==> src/rtl/spi_responder_regfile.sv <==
// SPI mode-0 responder with a 2**ADDR_W x 8 register file (CTRL_CLK domain).
// Ports: CTRL_CLK, RST (sync, active-high), CS/SCLK/SDI in, SDO, WR_VALID/WR_ADDR/WR_DATA, BUSY, FRAME_ERR out.
// Macro SPI_RESP_READBACK_EN enables read data on SDO; undefined, reads are accepted and SDO stays 0.
module spi_responder_regfile #(
  parameter int ADDR_W = 4,
  parameter int DATA_W = 8
) (
  input  logic              CTRL_CLK,
  input  logic              RST,
  input  logic              CS,
  input  logic              SCLK,
  input  logic              SDI,
  output logic              SDO,
  output logic              WR_VALID,
  output logic [ADDR_W-1:0] WR_ADDR,
  output logic [DATA_W-1:0] WR_DATA,
  output logic              BUSY,
  output logic              FRAME_ERR
);

  localparam int NREG = 2**ADDR_W;
  localparam int CW   = $clog2(DATA_W);

  typedef enum logic [1:0] {IDLE, CMD, DATA} state_t;

  state_t            state;
  logic [2:0]        cs_s;
  logic [2:0]        sclk_s;
  logic [1:0]        sdi_s;
  logic [CW-1:0]     bit_cnt;
  logic [DATA_W-2:0] shift_in;
  logic [ADDR_W-1:0] ptr;
  logic              rd;
  logic [DATA_W-1:0] regs [NREG];

  logic              cs_fall;
  logic              cs_rise;
  logic              sclk_rise;
  logic [DATA_W-1:0] nbyte;
  logic [ADDR_W-1:0] ptr_nxt;

  // stage 1 is the synchronized level, stage 2 the delayed copy for edges
  assign cs_fall   = cs_s[2] & ~cs_s[1];
  assign cs_rise   = ~cs_s[2] & cs_s[1];
  assign sclk_rise = ~sclk_s[2] & sclk_s[1] & ~cs_s[1];
  assign nbyte     = {shift_in, sdi_s[1]};
  assign ptr_nxt   = ptr + 1'b1;

`ifdef SPI_RESP_READBACK_EN
  logic              sclk_fall;
  logic [DATA_W-1:0] shift_out;

  assign sclk_fall = sclk_s[2] & ~sclk_s[1] & ~cs_s[1];
  assign SDO       = shift_out[DATA_W-1];
`else
  assign SDO = 1'b0;
`endif

  always_ff @(posedge CTRL_CLK) begin
    if (RST) begin
      state     <= IDLE;
      cs_s      <= '0;
      sclk_s    <= '0;
      sdi_s     <= '0;
      bit_cnt   <= '0;
      shift_in  <= '0;
      ptr       <= '0;
      rd        <= 1'b0;
      WR_VALID  <= 1'b0;
      WR_ADDR   <= '0;
      WR_DATA   <= '0;
      BUSY      <= 1'b0;
      FRAME_ERR <= 1'b0;
`ifdef SPI_RESP_READBACK_EN
      shift_out <= '0;
`endif
      for (int i = 0; i < NREG; i++) regs[i] <= '0;
    end else begin
      cs_s      <= {cs_s[1:0], CS};
      sclk_s    <= {sclk_s[1:0], SCLK};
      sdi_s     <= {sdi_s[0], SDI};
      WR_VALID  <= 1'b0;
      FRAME_ERR <= 1'b0;
      unique case (state)
        IDLE: begin
          if (cs_fall) begin
            state    <= CMD;
            BUSY     <= 1'b1;
            bit_cnt  <= '0;
            shift_in <= '0;
`ifdef SPI_RESP_READBACK_EN
            shift_out <= '0;
`endif
          end
        end
        CMD, DATA: begin
          if (cs_rise) begin
            // a partial byte is simply dropped
            state     <= IDLE;
            BUSY      <= 1'b0;
            FRAME_ERR <= (bit_cnt != '0);
            bit_cnt   <= '0;
`ifdef SPI_RESP_READBACK_EN
            shift_out <= '0;
`endif
          end else if (sclk_rise) begin
            shift_in <= nbyte[DATA_W-2:0];
            bit_cnt  <= bit_cnt + 1'b1;
            if (bit_cnt == CW'(DATA_W - 1)) begin
              if (state == CMD) begin
                state <= DATA;
                rd    <= nbyte[DATA_W-1];
                ptr   <= nbyte[ADDR_W-1:0];
`ifdef SPI_RESP_READBACK_EN
                shift_out <= nbyte[DATA_W-1] ?
                             regs[nbyte[ADDR_W-1:0]] : '0;
`endif
              end else begin
                ptr <= ptr_nxt;
                if (!rd) begin
                  regs[ptr] <= nbyte;
                  WR_VALID  <= 1'b1;
                  WR_ADDR   <= ptr;
                  WR_DATA   <= nbyte;
                end
`ifdef SPI_RESP_READBACK_EN
                shift_out <= rd ? regs[ptr_nxt] : '0;
`endif
              end
            end
          end
`ifdef SPI_RESP_READBACK_EN
          // the fall right after a byte completes must keep the fresh MSB
          else if (sclk_fall && bit_cnt != '0) begin
            shift_out <= {shift_out[DATA_W-2:0], 1'b0};
          end
`endif
        end
        default: begin
          state <= IDLE;
          BUSY  <= 1'b0;
        end
      endcase
    end
  end

endmodule

==> config.mk <==
export PLATFORM = sky130hd
export DESIGN_NAME = spi_responder_regfile
export DESIGN_NICKNAME = d
export VERILOG_FILES = /design/src/rtl/spi_responder_regfile.sv
export SDC_FILE = /design/constraint.sdc
export NUM_CORES = 1
export LEC_CHECK = 0
export ABC_CLOCK_PERIOD_IN_PS = 2500
export CAP_MARGIN = 5
export CELL_PAD_IN_SITES_DETAIL_PLACEMENT = 1
export CELL_PAD_IN_SITES_GLOBAL_PLACEMENT = 1
export CORE_UTILIZATION = 43
export CTS_BUF_LIST = sky130_fd_sc_hd__clkbuf_2 sky130_fd_sc_hd__clkbuf_4 sky130_fd_sc_hd__clkbuf_8
export DETAILED_ROUTE_END_ITERATION = 8
export HOLD_SLACK_MARGIN = 0.02
export PLACE_DENSITY = 0.78
export SLEW_MARGIN = 5
export SYNTH_ARGS = -nofsm -noshare
export SYNTH_HDL_FRONTEND = slang
export SYNTH_SLANG_ARGS = --single-unit
==> constraint.sdc <==
create_clock -name CTRL_CLK -period 2.5 [get_ports CTRL_CLK]
set_input_delay 0.25 -clock CTRL_CLK [delete_from_list [all_inputs] [get_ports CTRL_CLK]]
set_output_delay 0.25 -clock CTRL_CLK [all_outputs]
set_load 0.05 [all_outputs]
==> qor.csv <==
stage;metric;value;unit
die;die-height;65.4;um
synth;yosysTopAreaCellShare;0.463;
routing;top_layer_used;met4;
layout;multi_input_comb_area;862;um2
sta;relSlewSlack;0.611;
layout;nFillCells;440;
run;maxCapViolations;0;
sta;setup_tns;0;ns
layout;area_growth;18.5;%
setup_path;endpoint_kind;flip-flop;
layout;nets;223;
sta;setup-violations-final;0;
sta;rsz0062_at_grt;false;
clock_tree;post_cts_buffers;0;
layout;antenna_cells;0;
synth;syn_nets;202;
synth;synth.avg_cell_area;9.16;um2
setup_path;critical_path_required;2.68;ns
status;status;completed;
power_and_ir_drop;p_per_area;652;nW/um2
clock_tree;clock_latency;0.29;ns
sta;final-hold-violation-count;0;
clock_tree;cts_tree;done;
synth;synth_cell_types;35;
routing;drt-wirelength-per-cell;15.2;um
setup_path;rr_worst_depth;5;
placed_design;gp_congestion;0.745;
die;start_util;0.459;
synth;synth_largest_area_cell;dfxtp_1;
placed_design;portBuffers;19;
synth;synth_mux_area_frac;0.0889;
layout;seqCellArea;801;um2
routing;first_iter_violations;75;
routing;routed_wl;3930;um
global_route;track_usage;0.204;
global_route;grt_pass1_vias;1430;
global_route;grt_overflow;0;
die;coreArea;3770;um2
synth;netlist_instances;189;
sta;tightest_slew;0.582;ns
synth;async_reset_ff_frac;0;
worst_hold_path;holdCritPathClass;flip-flop to flip-flop;
synth;synth-simple-area-share;0.236;
global_route;grt_pass1_wl;6610;um
die;die_w;65.4;um
synth;synth_edf_count;0;
clock_tree;cts_repair_resize_count;0;
clock_tree;clk_pin_slew;0.08;ns
synth;yosysSeqAreaShare;0.463;
die;io_pins;21;
power_and_ir_drop;leakagePower;0.798;nW
routing;wl_met1;1790;um
sta;finalCritPeriodShare;0.816;
clock_tree;cts_buffers;5;
routing;via_per_inst;5.46;
synth;yosys.area_share.xor_xnor;0;
synth;synthAdderAreaFrac;0.0578;
synth;synth_compound_area_frac;0.114;
clock_tree;cts_sinks;40;
layout;layout_common_cells;dfxtp_1, nand3_1, nand2_1, clkdlybuf4s50_1, nor2_1;
layout;drive_above_1_share;0.0905;
global_route;antenna_found_initial;0;
routing;wl_met2;2010;um
worst_hold_path;min_path_cells;1;
clock_tree;cts_root_buf;clkbuf_8;
die;rows;22;
power_and_ir_drop;vdd_drop_max;363;uV
clock_tree;h-tree-depth;2;
setup_path;crit_path_max_fanout;12;
setup_path;startpoint_type;flip-flop;
routing;vias;1408;
sta;clock_skew;0.00968;ns
synth;synth_area;1730;um2
placed_design;dp_hpwl;2800;um
sta;drv_slew;0;
layout;final_common_cell;dfxtp_1;
routing;first_pass_iters;4;
synth;synth_top_family_by_area;simple AND/OR/NAND/NOR gates;
synth;synth_seq_cells;40;
synth;synthTopCellsByArea;dfxtp_1, mux2i_1, ha_1;
die;die_area;4280;um2
clock_tree;clockBufferDepth;2;
layout;post-route-util;0.544;
setup_path;arrival;2.22;ns
clock_tree;holdBufCountCts;0;
routing;route.met3.wl;108;um
routing;remaining_drc_errors;0;
sta;finalCriticalPeriod;2.04;ns
setup_path;path_class;flip-flop to flip-flop;
synth;synth_ff_type;dfxtp_1;
synth;synth_warnings;0;
sta;max_freq;490;MHz
global_route;grt_max_degree;19;
routing;ant_nets;0;
-- state kept, by name, indices dropped and copies added (netlist names) --
name       cells
FRAME_ERR      1
rd             1
bit_cnt        3
ptr            4
state          2
cs_s           3
sclk_s         3
WR_DATA        8
WR_ADDR        4
BUSY           1
sdi_s          2
WR_VALID       1
shift_in       7
-- per-stage QoR --
step / total power (W) / setup slack, ns / std cells / instance area, um2 / hold WS [ns]
finish: 0.00134 / 0.460 / 258 / 2050 / 0.441
floorplan: 0.000867 / 0.683 / 189 / 1730 / 0.329
global placement: 0.000932 / 0.561 / 251 / 1970 / 0.418
global route: 0.00140 / 0.294 / 258 / 2050 / 0.461
CTS: 0.00135 / 0.447 / 258 / 2050 / 0.452
detailed placement: 0.000942 / 0.456 / 251 / 1970 / 0.435
-- kinds of logic (layout without fill, tap and decap cells) --
family	count (synthesis)	count (layout)
adder cells (fa/ha/maj)	8	8
multiplexers	15	15
other	1	1
buffers and inverters	15	36
AND/OR/NAND/NOR	81	81
AO/OA/AOI/OAI	29	29
flip-flops	40	40
-- per-layer routing --
layer | up-vias | GRT usage
met3 | 3 | 0.0573
met4 | 0 | 0.0408
met5 | - | 0
met1 | 696 | 0.241
met2 | 25 | 0.365
li1 | 684 | -
-- critical path: stages, from the launching register on --
cell,delay [ns]
dfxtp_1,0.39
inv_1,0.09
ha_1,0.54
inv_1,0.17
o32a_2,0.44
mux2_1,0.32
-- where the power goes --
part / switching (W) / leakage (nW) / internal, W
clock network: 0.000217 / 0.0400 / 0.000189
logic: 0.000170 / 0.435 / 0.0000998
registers: 0.0000111 / 0.324 / 0.000649
-- cells in the mapped netlist (2+ instances only) --
master and instances:
dfxtp_1 40, mux2i_1 12, buf_4 2, inv_1 5, nand3_1 19, buf_2 3, mux2_1 2, nor2b_1 11
a21oi_1 17, nor2_1 18, o21ai_1 3, ha_1 8, nand2_1 19, clkbuf_1 5, nand2b_1 5
-- final timing paths --
check                           startpoint         end  slack, ns
worst max-delay path              state[0]  bit_cnt[0]       0.46
worst min-delay path             sclk_s[0]   sclk_s[1]       0.44
worst max register to register    state[0]  bit_cnt[0]       0.46
worst min register to register   sclk_s[0]   sclk_s[1]       0.44
-- area by class of cell --
type                       instances  share of cell area
clock inverter                     2             0.00610
tap                               48              0.0293
inverter                           5             0.00915
sequential                        40               0.390
timing repair buffer              24               0.111
multi-input combinational        134               0.420
clock buffer                       5              0.0336
Power figures use the tool's default switching activity.
